--- config.mk ---
export PLATFORM = sky130hd
export DESIGN_NAME = serial_subtractor
export DESIGN_NICKNAME = d
export VERILOG_FILES = /design/src/rtl/serial_subtractor.sv
export SDC_FILE = /design/constraint.sdc
export NUM_CORES = 1
export LEC_CHECK = 0
export ABC_AREA = 1
export BUFFER_PORTS_ARGS = -buffer_cell sky130_fd_sc_hd__buf_2
export CAP_MARGIN = 20
export CORE_MARGIN = 1.5
export CORE_UTILIZATION = 52
export DETAILED_ROUTE_END_ITERATION = 16
export PLACE_DENSITY = 0.78
export SLEW_MARGIN = 0
export SYNTH_ARGS = -nofsm -noshare
export SYNTH_HDL_FRONTEND = slang
export SYNTH_SLANG_ARGS = --single-unit
--- constraint.sdc ---
create_clock -name i_clk -period 1.7 [get_ports i_clk]
set_input_delay 0.085 -clock i_clk [delete_from_list [all_inputs] [get_ports i_clk]]
set_output_delay 0.085 -clock i_clk [all_outputs]
set_load 0.01 [all_outputs]
--- src/rtl/serial_subtractor.sv ---
// Bit-serial WIDTH-bit subtractor: one full-subtractor cell plus a borrow flop, LSB first,
// start/ready load and valid/ack result handshake. Define SERIAL_SUB_OVF_EN to add o_ovf.
module serial_subtractor #(
    parameter int WIDTH = 8
) (
    input  logic             i_clk,
    input  logic             i_rst,
    input  logic             i_start,
    output logic             o_ready,
    input  logic [WIDTH-1:0] i_a,
    input  logic [WIDTH-1:0] i_b,
    input  logic             i_bin,
    output logic [WIDTH-1:0] o_diff,
    output logic             o_bout,
    output logic             o_valid,
    input  logic             i_ack
`ifdef SERIAL_SUB_OVF_EN
    ,
    output logic             o_ovf
`endif
);

    localparam int CNT_W = (WIDTH > 1) ? $clog2(WIDTH) : 1;
    localparam logic [CNT_W-1:0] LAST_BIT = CNT_W'(WIDTH - 1);

    typedef enum logic [1:0] {
        ST_IDLE  = 2'd0,
        ST_SHIFT = 2'd1,
        ST_DONE  = 2'd2
    } state_t;

    generate
        if (WIDTH < 2) begin : g_width_check
            $error("serial_subtractor: WIDTH must be at least 2");
        end
    endgenerate

    // Full-subtractor cell: difference bit.
    function automatic logic fs_diff(input logic a, input logic b, input logic br);
        return a ^ b ^ br;
    endfunction

    // Full-subtractor cell: borrow out.
    function automatic logic fs_borrow(input logic a, input logic b, input logic br);
        return (~a & b) | (~(a ^ b) & br);
    endfunction

    state_t             state_r;
    state_t             state_next_s;
    logic [WIDTH-1:0]   a_sr_r;
    logic [WIDTH-1:0]   b_sr_r;
    logic [WIDTH-1:0]   diff_r;
    logic               borrow_r;
    logic [CNT_W-1:0]   cnt_r;
    logic               load_s;
    logic               shift_s;
    logic               last_s;
    logic               d_s;
    logic               br_next_s;

    assign d_s       = fs_diff(a_sr_r[0], b_sr_r[0], borrow_r);
    assign br_next_s = fs_borrow(a_sr_r[0], b_sr_r[0], borrow_r);

    // State register.
    always_ff @(posedge i_clk or posedge i_rst) begin
        if (i_rst) begin
            state_r <= ST_IDLE;
        end else begin
            state_r <= state_next_s;
        end
    end

    // Next-state and datapath strobes.
    always_comb begin
        state_next_s = state_r;
        load_s       = 1'b0;
        shift_s      = 1'b0;
        last_s       = 1'b0;
        case (state_r)
            ST_IDLE: begin
                if (i_start) begin
                    load_s       = 1'b1;
                    state_next_s = ST_SHIFT;
                end else begin
                    state_next_s = ST_IDLE;
                end
            end
            ST_SHIFT: begin
                shift_s = 1'b1;
                if (cnt_r == LAST_BIT) begin
                    last_s       = 1'b1;
                    state_next_s = ST_DONE;
                end else begin
                    state_next_s = ST_SHIFT;
                end
            end
            ST_DONE: begin
                if (i_ack) begin
                    state_next_s = ST_IDLE;
                end else begin
                    state_next_s = ST_DONE;
                end
            end
            default: begin
                state_next_s = ST_IDLE;
            end
        endcase
    end

    // Operand shift registers, result register, borrow and bit counter.
    always_ff @(posedge i_clk or posedge i_rst) begin
        if (i_rst) begin
            a_sr_r   <= {WIDTH{1'b0}};
            b_sr_r   <= {WIDTH{1'b0}};
            diff_r   <= {WIDTH{1'b0}};
            borrow_r <= 1'b0;
            cnt_r    <= {CNT_W{1'b0}};
        end else if (load_s) begin
            a_sr_r   <= i_a;
            b_sr_r   <= i_b;
            borrow_r <= i_bin;
            cnt_r    <= {CNT_W{1'b0}};
        end else if (shift_s) begin
            a_sr_r   <= {1'b0, a_sr_r[WIDTH-1:1]};
            b_sr_r   <= {1'b0, b_sr_r[WIDTH-1:1]};
            diff_r   <= {d_s, diff_r[WIDTH-1:1]};
            borrow_r <= br_next_s;
            // Counter parks on the last bit instead of wrapping.
            if (!last_s) begin
                cnt_r <= cnt_r + CNT_W'(1);
            end
        end
    end

`ifdef SERIAL_SUB_OVF_EN
    logic ovf_r;

    // Signed overflow: borrow into the MSB differs from borrow out of it.
    always_ff @(posedge i_clk or posedge i_rst) begin
        if (i_rst) begin
            ovf_r <= 1'b0;
        end else if (shift_s && last_s) begin
            ovf_r <= borrow_r ^ br_next_s;
        end
    end

    assign o_ovf = ovf_r;
`endif

    assign o_ready = (state_r == ST_IDLE);
    assign o_valid = (state_r == ST_DONE);
    assign o_diff  = diff_r;
    assign o_bout  = borrow_r;

endmodule

==> flow_summary.toml <==
[worst_setup_path]
crit_fanout = 18
worst_setup_path_start_kind = "flop"
r2r_cells = 5
worstReg2RegStart = "cnt_r[0]$_DFFE_PP0P_"
cp-end-kind = "output pin"
worst-r2r-setup-slack_ns = 0.33
path_class = "reg2out"
r2r-end = "cnt_r[2]$_DFFE_PP0P_"
arrival_ns = 1.37
required_ns = 1.62

[sta]
period_share_pct = 85.55
setup_ws_ns = 0.2457
finalSetupViolCount = 0
final-hold-violation-count = 0
slew_violations = 0
worst_pin_slew_ns = 0.4739
finalCriticalPeriod_ns = 1.454
finClkSkew_ns = 0.01121
slew_headroom_pct = 68.37
fmax_mhz = 687.6
finalSetupTns_ns = 0
rsz0062_at_grt = "false"

[routing]
drtIter0Drc = 40
num_vias = 1168
drtPass1Iterations = 4
drc = 0
via_per_inst = 5.100
wl_per_cell_um = 12.68
routed_wl_um = 2904
ant_nets = 0

[clocking]
cts-root-buf = "clkbuf_4"
cts_resized = 0
cts_buffers = 5
clock_path_buffers = 2
cts_tree = "yes"
numClockSinks = 30
clock_latency_ns = 0.33
clk_pin_slew_ns = 0.09
ctsHtreeMaxLevel = 2

[logic_synthesis]
ys_seq_elements = 30
seq_area_frac_synth_pct = 55.40
avgSynthCellArea_um2 = 8.742
synth_cell_type_count = 17
netlist_area_um2 = 1355
yosys_warnings = 0
synth_nets = 179
synthCells = 155

[worst_hold_path]
min_path_cells = 3
hp-start = "i_b[2]"
hold_path_class = "in2reg"
hold_end = "b_sr_r[2]$_DFFE_PP0P_"

[grt]
grt_util_all_layers_pct = 23.33
grt_pass1_wl_um = 4657
grt_pass1_vias = 1082
antenna_found_initial = 0
grt_max_degree = 25
grt.overflow.total = 0

[power]
peakVddDrop_mv = 1.000
power_density_nw_per_um2 = 1612
power.total_mw = 2.697
cellLeakagePower_nw = 0.8942

[floorplan]
die_y_um = 54.05
core_um2 = 2477
die_area_um2 = 2921
pin_count = 32
die_w_um = 54.05
start_util_pct = 54.70
rows = 18

[placed_design]
io_buffers = 31
gp_congestion = 0.7181
place_ws_ns = 0.3666
place_hpwl_um = 1911

[outcome]
run_status = "completed"

[layout]
antenna_cells = 0
regArea_um2 = 750.7
nets = 223
drive_gt1_share_pct = 21.61
multi_input_area_um2 = 529.3
fillers = 211
synthToLayoutAreaGrowth_pct = 23.45

[run]
cap_violations = 0
==> kinds of logic (layout without fill, tap and decap cells) <==
logic type               count (synthesis)  count (layout)  synth area share (%)
AO/OA/AOI/OAI                            4               4                 2.493
adder cells (fa/ha/maj)                  3               3                 3.324
buffers and inverters                   15              59                 5.540
flip-flops                              30              30                 55.40
AND/OR/NAND/NOR                        103             103                 33.24
==> how the worst max path moves through the flow <==
| stage | startpoint | end | slack, ns | cells past startpoint |
|---|---|---|---|---|
| floorplan | cnt_r[0]$_DFFE_PP0P_ | cnt_r[0]$_DFFE_PP0P_ | 0.50 | 5 |
| global placement | cnt_r[0]$_DFFE_PP0P_ | cnt_r[0]$_DFFE_PP0P_ | 0.45 | 5 |
| detailed placement | cnt_r[0]$_DFFE_PP0P_ | cnt_r[2]$_DFFE_PP0P_ | 0.37 | 5 |
| CTS | state_r[0]$_DFF_PP0_ | o_ready | 0.23 | 3 |
| global route | state_r[0]$_DFF_PP0_ | o_ready | 0.16 | 3 |
| finish | state_r[0]$_DFF_PP0_ | o_ready | 0.25 | 3 |
==> cells in the final DEF (no fill, tap or decap) <==
master / instances
o21ai_1: 1
clkbuf_1: 2
dfrtp_1: 30
o21ai_4: 1
nand2_1: 62
dlygate4sd3_1: 11
inv_1: 6
inv_2: 2
nor2_4: 1
ha_1: 2
fa_1: 1
o21ai_0: 1
o31ai_1: 1
buf_2: 31
clkbuf_4: 5
buf_4: 2
nand3_1: 36
nor2_1: 2
nand3b_1: 1
nand2_4: 1
==> per-stage QoR <==
stage          cells  utilization [%]  hold WS, ns  instance area (um2)
5_1_grt          229            67.53      0.01813                 1673
6_report         229            67.53      0.01373                 1673
4_1_cts          229            67.53     0.006577                 1673
2_1_floorplan    155                -       0.1758                 1355
3_3_place_gp     211            61.26       0.1072                 1518
3_5_place_dp     211            61.26       0.1189                 1518
==> what timing repair did <==
item	in CTS	in global routing
setup buffers	0	0
endpoints found under the setup margin	0	0
hold endpoints to repair	22	0
hold buffers	11	0
==> state kept, by name, summed over array words and instances (netlist names) <==
name	flops
cnt_r	3
o_bout	1
b_sr_r	8
o_diff	8
state_r	2
a_sr_r	8
==> cells in the mapped netlist, drive strengths merged <==
master,instances,area share [%]
fa,1,1.5
o21ai,3,1.9
nand3b,1,0.55
nor2,3,1.4
nand3,36,13
o31ai,1,0.55
ha,2,1.8
dfrtp,30,55
inv,8,2.2
nand2,63,18
buf,7,3.3
==> critical path, stage by stage, from the launching register on <==
cell,delay (ns)
dfrtp_1,0.50
nor2_4,0.16
buf_4,0.22
buf_2,0.16
==> cell type report <==
class / count / area share, %
inverters: 8 / 1.795
multi-input cells: 110 / 31.64
repair buffers: 44 / 16.75
clock buffers: 7 / 2.693
flip-flops and latches: 30 / 44.88
well taps: 30 / 2.244
==> report_power, final <==
group | leakage [nW] | total (mW) | internal, mW | switching, mW
clock | 0.0254 | 0.379 | 0.155 | 0.224
sequential | 0.383 | 1.22 | 1.01 | 0.210
combinational | 0.486 | 1.10 | 0.421 | 0.677
total | 0.894 | 2.70 | 1.59 | 1.11
==> routing by layer <==
layer / routed length [um] / share of wire [%] / global-route usage, % / vias up
met2: 1413 / 49 / 35.98 / 38
met4: 38 / 1.3 / 10.00 / 0
met3: 161 / 5.5 / 8.333 / 5
met5: 0 / 0 / 0 / -
li1: - / - / - / 590
met1: 1291 / 44 / 29.66 / 535
(Power assumes the default switching activity.)
